File: config.mk
export PLATFORM = sky130hd
export DESIGN_NAME = sdram_rw_arbiter
export DESIGN_NICKNAME = d
export VERILOG_FILES = /design/src/rtl/sdram_rw_arbiter.sv
export SDC_FILE = /design/constraint.sdc
export NUM_CORES = 1
export LEC_CHECK = 0
export BUFFER_PORTS_ARGS = -buffer_cell sky130_fd_sc_hd__buf_2
export CAP_MARGIN = 20
export CORE_ASPECT_RATIO = 1.25
export CORE_MARGIN = 1
export CORE_UTILIZATION = 60
export CTS_CLUSTER_DIAMETER = 30
export DETAILED_ROUTE_END_ITERATION = 7
export PLACE_DENSITY = 0.8
export SETUP_SLACK_MARGIN = 0.05
export SYNTH_ARGS = -nofsm -noshare
export SYNTH_HDL_FRONTEND = slang
export SYNTH_SLANG_ARGS = --single-unit
File: constraint.sdc
create_clock -name S_CLK -period 3.3 [get_ports S_CLK]
set_clock_uncertainty 0.2 [all_clocks]
set_input_delay 0.165 -clock S_CLK [delete_from_list [all_inputs] [get_ports S_CLK]]
set_output_delay 0.165 -clock S_CLK [all_outputs]
set_load 0.05 [all_outputs]
File: src/rtl/sdram_rw_arbiter.sv
// sdram_rw_arbiter: shares one SDRAM word port between a camera-side writer and a
// display-side reader, granting whole bursts round-robin and keeping a wrapping
// frame pointer per side.
//
//   state   | meaning
//   --------+-------------------------------------------------------------
//   S_IDLE  | no burst in flight; arbitrate pending requests
//   S_WRITE | write burst active, counting sd_ack beats
//   S_READ  | read burst active, counting sd_ack beats
module sdram_rw_arbiter #(
   parameter int ADDR_W      = 20,
   parameter int BURST_LEN   = 8,
   parameter int FRAME_WORDS = 76800,
   parameter int WR_BASE     = 0,
   parameter int RD_BASE     = 0
) (
   input  logic              S_CLK,
   input  logic              RST,
   input  logic              wr_req,
   input  logic              rd_req,
   input  logic              frame_start,
   input  logic              sd_ack,
   output logic [ADDR_W-1:0] sd_addr,
   output logic              sd_wr_en,
   output logic              sd_rd_en,
   output logic              wr_grant,
   output logic              rd_grant,
   output logic              wr_frame_done,
   output logic              rd_frame_done
);

   localparam int CNT_W = $clog2(BURST_LEN);
   localparam logic [ADDR_W-1:0] BURST_STEP = ADDR_W'(BURST_LEN);
   localparam logic [ADDR_W-1:0] FRAME_END  = ADDR_W'(FRAME_WORDS);
   localparam logic [ADDR_W-1:0] WR_BASE_A  = ADDR_W'(WR_BASE);
   localparam logic [ADDR_W-1:0] RD_BASE_A  = ADDR_W'(RD_BASE);
   localparam logic [CNT_W-1:0]  LAST_BEAT  = CNT_W'(BURST_LEN - 1);

   typedef enum logic [1:0] {S_IDLE, S_WRITE, S_READ} state_t;

   state_t            state_q, state_d;
   logic [ADDR_W-1:0] addr_q, addr_d;
   logic [ADDR_W-1:0] wr_ptr_q, wr_ptr_d;
   logic [ADDR_W-1:0] rd_ptr_q, rd_ptr_d;
   logic [CNT_W-1:0]  beat_q, beat_d;
   logic              last_rd_q, last_rd_d;
   logic              fs_pend_q, fs_pend_d;
   logic              wr_grant_q, wr_grant_d;
   logic              rd_grant_q, rd_grant_d;
   logic              wr_done_q, wr_done_d;
   logic              rd_done_q, rd_done_d;
   logic [ADDR_W-1:0] wr_ptr_inc, rd_ptr_inc;
   logic              pick_wr, pick_rd;
   logic              burst_end;

   assign wr_ptr_inc = wr_ptr_q + BURST_STEP;
   assign rd_ptr_inc = rd_ptr_q + BURST_STEP;
   // On a tie the side not served last wins; last_rd_q resets to 1 so write wins first.
   assign pick_wr    = wr_req && (!rd_req || last_rd_q);
   assign pick_rd    = rd_req && (!wr_req || !last_rd_q);
   assign burst_end  = sd_ack && (beat_q == LAST_BEAT);

   // Next-state, pointer bookkeeping and registered pulse outputs.
   always_comb begin
      state_d    = state_q;
      addr_d     = addr_q;
      wr_ptr_d   = wr_ptr_q;
      rd_ptr_d   = rd_ptr_q;
      beat_d     = beat_q;
      last_rd_d  = last_rd_q;
      fs_pend_d  = fs_pend_q;
      wr_grant_d = 1'b0;
      rd_grant_d = 1'b0;
      wr_done_d  = 1'b0;
      rd_done_d  = 1'b0;
      case (state_q)
         S_IDLE: begin
            if (frame_start) begin
               wr_ptr_d = '0;
               rd_ptr_d = '0;
            end
            fs_pend_d = 1'b0;
            if (pick_wr) begin
               state_d    = S_WRITE;
               addr_d     = WR_BASE_A + (frame_start ? '0 : wr_ptr_q);
               wr_grant_d = 1'b1;
               last_rd_d  = 1'b0;
               beat_d     = '0;
            end else if (pick_rd) begin
               state_d    = S_READ;
               addr_d     = RD_BASE_A + (frame_start ? '0 : rd_ptr_q);
               rd_grant_d = 1'b1;
               last_rd_d  = 1'b1;
               beat_d     = '0;
            end
         end
         S_WRITE, S_READ: begin
            if (frame_start) fs_pend_d = 1'b1;
            if (sd_ack) beat_d = beat_q + 1'b1;
            if (burst_end) begin
               state_d = S_IDLE;
               beat_d  = '0;
               if (state_q == S_WRITE) begin
                  if (wr_ptr_inc == FRAME_END) begin
                     wr_ptr_d  = '0;
                     wr_done_d = 1'b1;
                  end else begin
                     wr_ptr_d = wr_ptr_inc;
                  end
               end else begin
                  if (rd_ptr_inc == FRAME_END) begin
                     rd_ptr_d  = '0;
                     rd_done_d = 1'b1;
                  end else begin
                     rd_ptr_d = rd_ptr_inc;
                  end
               end
               // A frame restart seen during the burst wins over the increment.
               if (fs_pend_q || frame_start) begin
                  wr_ptr_d = '0;
                  rd_ptr_d = '0;
               end
               fs_pend_d = 1'b0;
            end
         end
         default: state_d = S_IDLE;
      endcase
   end

   // State and datapath registers with synchronous reset.
   always_ff @(posedge S_CLK) begin
      if (RST) begin
         state_q    <= S_IDLE;
         addr_q     <= '0;
         wr_ptr_q   <= '0;
         rd_ptr_q   <= '0;
         beat_q     <= '0;
         last_rd_q  <= 1'b1;
         fs_pend_q  <= 1'b0;
         wr_grant_q <= 1'b0;
         rd_grant_q <= 1'b0;
         wr_done_q  <= 1'b0;
         rd_done_q  <= 1'b0;
      end else begin
         state_q    <= state_d;
         addr_q     <= addr_d;
         wr_ptr_q   <= wr_ptr_d;
         rd_ptr_q   <= rd_ptr_d;
         beat_q     <= beat_d;
         last_rd_q  <= last_rd_d;
         fs_pend_q  <= fs_pend_d;
         wr_grant_q <= wr_grant_d;
         rd_grant_q <= rd_grant_d;
         wr_done_q  <= wr_done_d;
         rd_done_q  <= rd_done_d;
      end
   end

   assign sd_addr       = addr_q;
   assign sd_wr_en      = (state_q == S_WRITE);
   assign sd_rd_en      = (state_q == S_READ);
   assign wr_grant      = wr_grant_q;
   assign rd_grant      = rd_grant_q;
   assign wr_frame_done = wr_done_q;
   assign rd_frame_done = rd_done_q;

endmodule
==> run summary, run 1 <==
Clock Tree Buf Depth -> 2
Die Y -> 93.1 µm
Max Clk Rate -> 0.333 GHz
Max-slew headroom -> 0.402
Hold Crit Class -> in -> reg
Max VDD drop -> 0.000321 V
gr ovfl total -> 0
postcts setup bufs -> 0
Fillers -> 530
H-tree depth -> 3
first-pass GRT wire length -> 16900 µm
Clock Latency Late Sink -> 0.35 ns
Cell Area, Placed -> 4230 µm²
clock share of power -> 0.378
Synth async-reset ratio -> 0
period utilization -> 0.910
unique cell type count in the Yosys netlist -> 63
crit-path max FO -> 10
Hold Worst Slack -> 0.0585 ns
chip width -> 74.9 µm
CP Launch Type -> flip-flop
Max Cap Viol -> 0
share of cells above drive strength 1 -> 0.199
starting DRC count in detailed routing -> 397
final setup vio count -> 0
final worst path period need -> 3.00 ns
via-per-instance ratio -> 6.29
status -> completed
Reg area -> 1420 µm²
P_sw -> 0.619 mW
nets -> 535
placer's final routability congestion estimate -> 0.945
Die ar. -> 6970 µm²
Syn Inst Count -> 494
Clock Sinks -> 71
footprint of the multi-input gates -> 2340 µm²
HPWL Detailed -> 7470 µm
crit path DAT -> 3.05 ns
Syn. warnings -> 0
Post-synth EDFFs -> 0
Root Buffer -> clkbuf_8
Pleak -> 1.76 nW
number of buffers created by CTS -> 9
top_reg_cell synth -> dfxtp_1
Yosys reg bits -> 71
antenna violations before repair -> 0
Final ANT Viol Nets -> 0
RSZ-0062 raised after global routing -> false
final instance area -> 4490 µm²
Pre-Repair DR Iteration Count -> 7
Internal -> 1.44 mW
Slew Limit Fails -> 0
via count -> 3848
syn_area_per_cell -> 8.07 µm²
Sw Ratio -> 0.300
Tot GR Track Use -> 0.320
Setup CP Type -> reg -> reg
clk slew on worst S/H paths -> 0.08 ns
Post-Syn Area -> 3990 µm²
Ant. Diodes -> 0
Mapped Nets -> 507
largest net degree at the start of global routing -> 51
area grow syn2layout -> 12.6%
Comb pwr share -> 0.193
setup_tns -> 0 ns
P per Cell Area -> 460 nW/µm²
CTS tree -> yes
vias in the first global route -> 3488
post-synthesis sequential area ratio -> 0.357
Top Ports -> 32
critical path data required time -> 3.35 ns
Row Count -> 32
CP endpoint kind -> flip-flop
share of power burned in registers -> 0.429
Hold Vio Cnt, Final -> 0
drt drc -> 0
Least-Margin Pin Slew -> 0.897 ns
PortBufs -> 31
core area -> 6290 µm²
PnR worst setup slack -> 0.298 ns
starting density of the core -> 0.634
WL/cell -> 17.1 µm
routed wire length -> 10500 µm
dpl ws -> 0.338 ns
==> metal layers <==
layer | track usage | wire length [µm]
met2 | 0.520 | 5120
met1 | 0.399 | 4380
met4 | 0.138 | 307
met3 | 0.0722 | 679
met5 | 0 | 0
==> path summary, 6_finish.rpt <==
| kind | startpoint | endpoint | slack, ns | cells after the start |
|---|---|---|---|---|
| worst min-delay path | rd_req | last_rd_q | 0.06 | 4 |
| worst min register to register | rd_ptr_q[0] | rd_ptr_q[0] | 0.27 | 1 |
| worst max register to register | rd_ptr_q[4] | rd_ptr_q[13] | 0.30 | 9 |
| worst max-delay path | rd_ptr_q[4] | rd_ptr_q[13] | 0.30 | 9 |
==> stage by stage <==
| stage | total power, mW | utilization | cells |
|---|---|---|---|
| global route | 2.15 | 0.714 | 612 |
| finish | 2.06 | 0.714 | 612 |
| global placement | 1.27 | 0.673 | 593 |
| CTS | 2.07 | 0.712 | 611 |
| detailed placement | 1.29 | 0.673 | 593 |
| floorplan | 1.18 | - | 494 |
==> worst max-delay path, cell delays in order, from the launching register on <==
cell      delay, ns
dfxtp_1        0.46
ha_1           0.37
nand4_1        0.33
nor4_1         0.42
xor2_1         0.22
a21oi_1        0.08
nand3_1        0.19
buf_4          0.21
nand2_1        0.13
o311ai_1       0.29
==> flip-flops by register name, indices dropped and copies added (netlist names) <==
name           cells
rd_grant           1
rd_ptr_q          20
wr_grant           1
beat_q             3
wr_ptr_q          20
rd_frame_done      1
sd_addr           20
state_q            2
fs_pend_q          1
wr_frame_done      1
last_rd_q          1
==> timing repair <==
item	4_1_cts	5_1_grt
hold buffers	2	0
hold endpoints to repair	2	0
setup endpoints to repair	0	3
gates resized for setup	0	1
==> power groups by stage <==
| stage | clock network (mW) | registers (mW) | logic [mW] |
|---|---|---|---|
| floorplan | 0 | 0.912 | 0.267 |
| global placement | 0 | 0.905 | 0.370 |
| detailed placement | 0 | 0.906 | 0.381 |
| CTS | 0.792 | 0.886 | 0.387 |
| global route | 0.834 | 0.889 | 0.431 |
| finish | 0.779 | 0.886 | 0.398 |
==> placed cells by master (no fill, tap or decap), drive strengths merged, types with 7 or more instances in the layout <==
cell	Yosys	final
nand4	14	14
nor3	18	18
and3	8	8
o21ai	21	21
nand2	45	45
ha	7	7
clkbuf	24	11
and2	7	7
dfxtp	71	71
a21oi	24	24
mux2	18	18
inv	12	12
buf	15	54
nor2	55	55
a22oi	20	20
nor3b	12	12
xnor2	7	7
nand3	24	24
nor4	11	11
==> cells in the mapped netlist, types with 3 or more instances <==
library cell / instances / area [µm²]
xor2_1: 3 / 26.3
a21o_1: 3 / 22.5
clkbuf_1: 23 / 86.3
o31ai_1: 5 / 37.5
a22oi_1: 20 / 150
dfxtp_1: 71 / 1420
nor4_1: 11 / 68.8
nor3b_1: 12 / 90.1
or3_1: 3 / 18.8
or2_2: 4 / 25.0
nor2b_1: 6 / 37.5
a21oi_1: 24 / 120
nand2b_1: 5 / 31.3
nand4_1: 12 / 75.1
mux2_2: 18 / 203
ha_1: 7 / 87.6
o21a_1: 5 / 37.5
nand2_1: 45 / 169
xnor2_1: 7 / 61.3
inv_1: 12 / 45.0
a31oi_1: 6 / 37.5
and3_1: 8 / 50.1
buf_2: 9 / 45.0
nor3_1: 17 / 85.1
a211o_1: 6 / 52.6
nor2_1: 54 / 203
o21ai_0: 20 / 100
buf_6: 3 / 33.8
nand3_1: 23 / 115
and2_1: 7 / 43.8
o22ai_1: 3 / 18.8
==> logic make-up (layout without fill, tap and decap cells) <==
logic type | count (synthesis) | count (layout) | synth area share
AND/OR/NAND/NOR | 222 | 222 | 0.291
AO/OA/AOI/OAI | 114 | 114 | 0.197
flip-flops | 71 | 71 | 0.357
buffers and inverters | 51 | 84 | 0.0578
multiplexers | 19 | 19 | 0.0534
XOR/XNOR | 10 | 10 | 0.0220
adder cells (fa/ha/maj) | 7 | 7 | 0.0220
==> final cells by class <==
| type | instances | share of cell area |
|---|---|---|
| multi-input cells | 372 | 0.522 |
| well taps | 85 | 0.0237 |
| flip-flops and latches | 71 | 0.317 |
| repair buffers | 56 | 0.0775 |
| inverters | 12 | 0.0100 |
| clock buffers | 11 | 0.0315 |
| clock inverters | 5 | 0.0181 |
No activity file was read; power rests on OpenSTA's default activity.
==> run 2, diff against run 1 <==
--- a/config.mk
+++ b/config.mk
@@ -6,5 +6,4 @@
 export NUM_CORES = 1
 export LEC_CHECK = 0
-export BUFFER_PORTS_ARGS = -buffer_cell sky130_fd_sc_hd__buf_2
 export CAP_MARGIN = 20
 export CORE_ASPECT_RATIO = 1.25
@@ -13,5 +12,6 @@
 export CTS_CLUSTER_DIAMETER = 30
 export DETAILED_ROUTE_END_ITERATION = 7
-export PLACE_DENSITY = 0.8
+export DONT_BUFFER_PORTS = 1
+export PLACE_DENSITY = 0.76
 export SETUP_SLACK_MARGIN = 0.05
 export SYNTH_ARGS = -nofsm -noshare
--- a/constraint.sdc
+++ b/constraint.sdc
@@ -3,3 +3,3 @@
 set_input_delay 0.165 -clock S_CLK [delete_from_list [all_inputs] [get_ports S_CLK]]
 set_output_delay 0.165 -clock S_CLK [all_outputs]
-set_load 0.05 [all_outputs]
+set_load 0.1 [all_outputs]
==> run summary, run 2 (synthesized netlist as in run 1, its figures left out) <==
Final ANT Viol Nets -> 0 (unchanged)
Clock Sinks -> 71 (unchanged)
Setup CP Type -> reg -> reg
final worst path period need -> 3.08 ns (+0.0759 ns)
Root Buffer -> clkbuf_8
Pleak -> 1.63 nW (-7.1%)
first-pass GRT wire length -> 16900 µm (-0.37%)
crit path DAT -> 3.13 ns (+0.08 ns)
Max Clk Rate -> 0.325 GHz (-2.5%)
final setup vio count -> 0 (unchanged)
footprint of the multi-input gates -> 2340 µm² (-0.21%)
Least-Margin Pin Slew -> 1.01 ns (+0.112 ns)
Hold Vio Cnt, Final -> 0 (unchanged)
H-tree depth -> 3 (unchanged)
Reg area -> 1420 µm² (unchanged)
Clock Tree Buf Depth -> 2 (unchanged)
Critical Path Slowest Stage Cell -> nor4_1
PnR worst setup slack -> 0.222 ns (-0.0759 ns)
vias in the first global route -> 3515 (+0.77%)
Pre-Repair DR Iteration Count -> 7 (unchanged)
RSZ-0062 raised after global routing -> false
Fillers -> 529 (-0.19%)
final instance area -> 4410 µm² (-1.7%)
period utilization -> 0.933 (+0.0230)
starting DRC count in detailed routing -> 403 (+1.5%)
core area -> 6290 µm² (unchanged)
placer's final routability congestion estimate -> 0.963 (+1.9%)
critical path data required time -> 3.35 ns (about the same)
Die ar. -> 6970 µm² (unchanged)
Tot GR Track Use -> 0.320 (about the same)
PortBufs -> 0 (-100%)
WL/cell -> 18.0 µm (+5.1%)
Ant. Diodes -> 0 (unchanged)
Row Count -> 32 (unchanged)
setup_tns -> 0 ns (unchanged)
crit-path max FO -> 12 (+2)
drt drc -> 0 (unchanged)
CP endpoint kind -> flip-flop
Clock Latency Late Sink -> 0.36 ns (about the same)
Crit path largest cell delay -> 0.53 ns (+0.07 ns)
Max VDD drop -> 0.000257 V (-20%)
clk slew on worst S/H paths -> 0.08 ns (about the same)
Hold Crit Class -> in -> reg
gr ovfl total -> 0 (unchanged)
share of cells above drive strength 1 -> 0.150 (-0.0487)
Die Y -> 93.1 µm (unchanged)
CTS resizes -> 0 (unchanged)
crit-path cells -> ha_1 > nand2_1 > nor4_1 > xnor2_1 > o211ai_2 > o41ai_4 > buf_4 > nor3_1 > a211o_1
area grow syn2layout -> 10.6%
Slew Limit Fails -> 0 (unchanged)
chip width -> 74.9 µm (unchanged)
nets -> 513 (-4.1%)
CP Launch Type -> flip-flop
Max-slew headroom -> 0.327 (-0.0753)
P per Cell Area -> 461 nW/µm² (+0.15%)
Max Cap Viol -> 0 (unchanged)
most frequent cells in the layout -> dfxtp_1 (71), nor2_1 (54), nand2_1 (45), a21oi_1 (24)
antenna violations before repair -> 0 (unchanged)
starting density of the core -> 0.634 (unchanged)
HPWL Detailed -> 7340 µm (-1.7%)
delay-heaviest family, CP -> simple AND/OR/NAND/NOR gates
CTS tree -> yes
Cell Area, Placed -> 4080 µm² (-3.5%)
Design Power -> 2.03 mW (-1.6%)
Top Ports -> 32 (unchanged)
status -> completed
dpl ws -> 0.277 ns (-0.0607 ns)
largest net degree at the start of global routing -> 48 (-5.9%)
routed wire length -> 10600 µm (+1.3%)
via count -> 3812 (-0.94%)
Bufs and invs on worst path -> 1 (unchanged)
via-per-instance ratio -> 6.46 (+2.8%)
commonest non-fill, non-tap cell in the layout -> dfxtp_1
number of buffers created by CTS -> 9 (unchanged)
==> run 2: repair_timing <==
| action | 4_1_cts | 5_1_grt |
|---|---|---|
| endpoints found under the hold margin | 51 | 3 |
| setup buffers | 0 | 0 |
| hold buffers | 9 | 1 |
==> run 2: path summary, 6_finish.rpt <==
kind                     from     endpoint  slack [ns]  depth (start not counted)
setup reg to reg  wr_ptr_q[3]  wr_ptr_q[7]        0.22                          9
hold / removal    frame_start  wr_ptr_q[1]        0.02                          4
setup / recovery  wr_ptr_q[3]  wr_ptr_q[7]        0.22                          9
hold reg to reg   rd_ptr_q[2]  rd_ptr_q[2]        0.27                          1
==> run 2: power breakdown <==
part / internal [mW] / switching [mW]
Combinational: 0.129 / 0.273
Sequential: 0.873 / 0.0328
Clock: 0.357 / 0.366
==> run 2: layout make-up <==
| class | instances | share of cell area |
|---|---|---|
| multi-input combinational | 372 | 0.530 |
| sequential | 71 | 0.322 |
| timing repair buffer | 34 | 0.0667 |
| clock buffer | 9 | 0.0281 |
| tap | 85 | 0.0241 |
| clock inverter | 7 | 0.0182 |
| inverter | 12 | 0.0102 |
==> run 2: through the flow <==
stage | instances | utilization | hold slack (ns)
2_1_floorplan | 494 | - | 0.174
5_1_grt | 590 | 0.701 | 0.0367
3_5_place_dp | 563 | 0.649 | 0.0425
4_1_cts | 588 | 0.698 | 0.00116
3_3_place_gp | 563 | 0.649 | 0.0405
6_report | 590 | 0.701 | 0.0198
==> run 2: layer usage <==
metal / up-vias / part of all wire / GRT usage
li1: 1810 / - / -
met1: 1799 / 0.42 / 0.402
met2: 161 / 0.49 / 0.529
met3: 42 / 0.053 / 0.0593
met4: 0 / 0.036 / 0.131
met5: - / 0 / 0
==> run 2: tightest hold or removal path, cell delays in order <==
cell	delay, ns
nor2_1	0.03
nand2_1	0.10
o21a_1	0.18
nor3b_1	0.06
==> run 3, diff against run 2 <==
- CELL_PAD_IN_SITES_DETAIL_PLACEMENT: default -> 0
- CELL_PAD_IN_SITES_GLOBAL_PLACEMENT: default -> 2
- CORE_UTILIZATION: 60 -> 38
- PLACE_DENSITY: 0.76 -> default
- PLACE_DENSITY_LB_ADDON: default -> 0.1
==> run summary, run 3 (synthesized netlist as in run 1, its figures left out) <==
status -> completed
Max-slew headroom -> 0.327 (+0.000883)
M2 GR Usage -> 0.397 (-0.131)
GRT met3 Usage -> 0.0352 (-0.0241)
Clock Sinks -> 71 (unchanged)
crit path DAT -> 3.03 ns (-0.10 ns)
Pre-Repair DR Iteration Count -> 5 (-2)
share of cells above drive strength 1 -> 0.166 (+0.0158)
Die ar. -> 10900 µm² (+56%)
number of buffers created by CTS -> 9 (unchanged)
CTS tree -> yes
starting density of the core -> 0.392 (-0.242)
vias in the first global route -> 3435 (-2.3%)
clock share of power -> 0.456 (+0.100)
period utilization -> 0.910 (-0.0228)
P per Cell Area -> 521 nW/µm² (+13%)
Cell Area, Placed -> 4210 µm² (+3.1%)
Ant. Diodes -> 0 (unchanged)
via count -> 3651 (-4.2%)
Max Clk Rate -> 0.333 GHz (+2.5%)
Comb pwr share -> 0.170 (-0.028)
share of power burned in registers -> 0.375 (-0.071)
crit-path cells -> ha_1 > nand4_1 > nor4_1 > xor2_1 > a21oi_1 > nand3_1 > buf_4 > a31oi_1 > a21oi_1
antenna violations before repair -> 0 (unchanged)
final setup vio count -> 0 (unchanged)
core area -> 10200 µm² (+62%)
Row Count -> 41 (+28%)
Tot GR Track Use -> 0.235 (-0.0849)
final instance area -> 4630 µm² (+5.1%)
gr ovfl total -> 0 (unchanged)
Max VDD drop -> 0.000248 V (-3.4%)
starting DRC count in detailed routing -> 198 (-51%)
via-per-instance ratio -> 5.70 (-12%)
routed wire length -> 12100 µm (+13%)
first-pass GRT wire length -> 19000 µm (+12%)
GRT Max-Usage Layer -> met2
crit-path max FO -> 10 (-2)
most frequent cells in the layout -> dfxtp_1 (71), nor2_1 (54), nand2_1 (45), buf_4 (32), a21oi_1 (24)
Hold Crit Class -> in -> reg
Critical Path Slowest Stage Cell -> dfxtp_1
Clock Tree Buf Depth -> 2 (unchanged)
placed cell count -> 616 (+9.4%)
Pleak -> 1.73 nW (+5.8%)
setup_tns -> 0 ns (unchanged)
Internal -> 1.70 mW (+25%)
Root Buffer -> clkbuf_16
CP endpoint kind -> flip-flop
Sw Ratio -> 0.296 (-0.0355)
HPWL Detailed -> 8610 µm (+17%)
PortBufs -> 0 (unchanged)
clk slew on worst S/H paths -> 0.06 ns (-0.02 ns)
Setup CP Type -> reg -> reg
Die Y -> 116 µm (+25%)
Least-Margin Pin Slew -> 1.01 ns (-0.00132 ns)
CP Launch Type -> flip-flop
P_sw -> 0.714 mW (+6.2%)
nets -> 519 (+1.2%)
Hold Vio Cnt, Final -> 0 (unchanged)
Layout Cells excl Fill -> 640 (+8.5%)
Final ANT Viol Nets -> 0 (unchanged)
largest net degree at the start of global routing -> 46 (-4.2%)
final worst path period need -> 3.00 ns (-0.0753 ns)
drt drc -> 0 (unchanged)
met1 GRT Util -> 0.293 (-0.109)
WL/cell -> 18.8 µm (+4.6%)
Top Ports -> 32 (unchanged)
critical path data required time -> 3.33 ns (-0.02 ns)
RSZ-0062 raised after global routing -> false
area grow syn2layout -> 16.2%
placer's final routability congestion estimate -> 0.883 (-8.3%)
Clock Latency Late Sink -> 0.34 ns (-0.02 ns)
chip width -> 93.6 µm (+25%)
Crit path largest cell delay -> 0.46 ns (-0.07 ns)
Max Cap Viol -> 0 (unchanged)
Slew Limit Fails -> 0 (unchanged)
commonest non-fill, non-tap cell in the layout -> dfxtp_1
Most Frequent Cell on Critical Path -> a21oi_1
H-tree depth -> 3 (unchanged)
-- run 3: changes by cell type in the layout (fill, tap and decap cells not counted), moves of 2 or more --
cell / delta
clkbuf_8: -7
inv_6: -2
clkbuf_16: +9
clkinv_4: -2
dlygate4sd3_1: -2
buf_4: +9
-- run 3: layout make-up --
class                           instances  area (µm²)
Timing Repair Buffer                   40         330
Sequential cell                        71        1420
Clock inverter                          5        80.1
Fill cell                            1052        5530
Multi-Input combinational cell        372        2340
Clock buffer                           11         253
Inverter                               12        45.0
Tap cell                              129         161
-- run 3: worst max-delay path: cells and delay by family (launching register included) --
| family | cells | cell delay [ns] |
|---|---|---|
| buffers and inverters | 1 | 0.25 |
| AO/OA/AOI/OAI | 3 | 0.47 |
| flip-flops | 1 | 0.46 |
| XOR/XNOR | 1 | 0.16 |
| AND/OR/NAND/NOR | 3 | 0.95 |
| adder cells (fa/ha/maj) | 1 | 0.40 |
-- run 3: layer usage --
metal | part of all wire | wire length, µm
met1 | 0.45 | 5430
met2 | 0.49 | 5960
met3 | 0.030 | 361
met4 | 0.025 | 305
met5 | 0 | 0
-- run 3: timing repair --
item,4_1_cts,5_1_grt
resized for setup,0,0
setup buffers,0,0
hold endpoints to repair,48,0
hold buffers,8,0
-- run 3: worst paths after layout --
kind          startpoint           end  slack [ns]  cells after the start
max          rd_ptr_q[4]  rd_ptr_q[12]        0.30                      9
min                  RST   wr_ptr_q[3]       0.007                      3
max reg2reg  rd_ptr_q[4]  rd_ptr_q[12]        0.30                      9
min reg2reg  rd_ptr_q[2]   rd_ptr_q[2]        0.26                      1
-- run 3: power groups by stage --
stage          registers [mW]  clock network [mW]  logic, mW
3_5_place_dp            0.923                   0      0.390
3_3_place_gp            0.923                   0      0.390
4_1_cts                 0.905                1.11      0.413
5_1_grt                 0.907                1.15      0.452
2_1_floorplan           0.923                   0      0.283
6_report                0.905                1.10      0.410
-- run 3: metrics by stage --
step	power (mW)	util	hold slack, ns	setup WS [ns]
global route	2.51	0.456	0.0342	0.0783
floorplan	1.21	-	0.174	0.428
CTS	2.43	0.456	0.00163	0.326
finish	2.42	0.456	0.00691	0.298
global placement	1.31	0.414	0.0384	0.338
detailed placement	1.31	0.414	0.0410	0.368
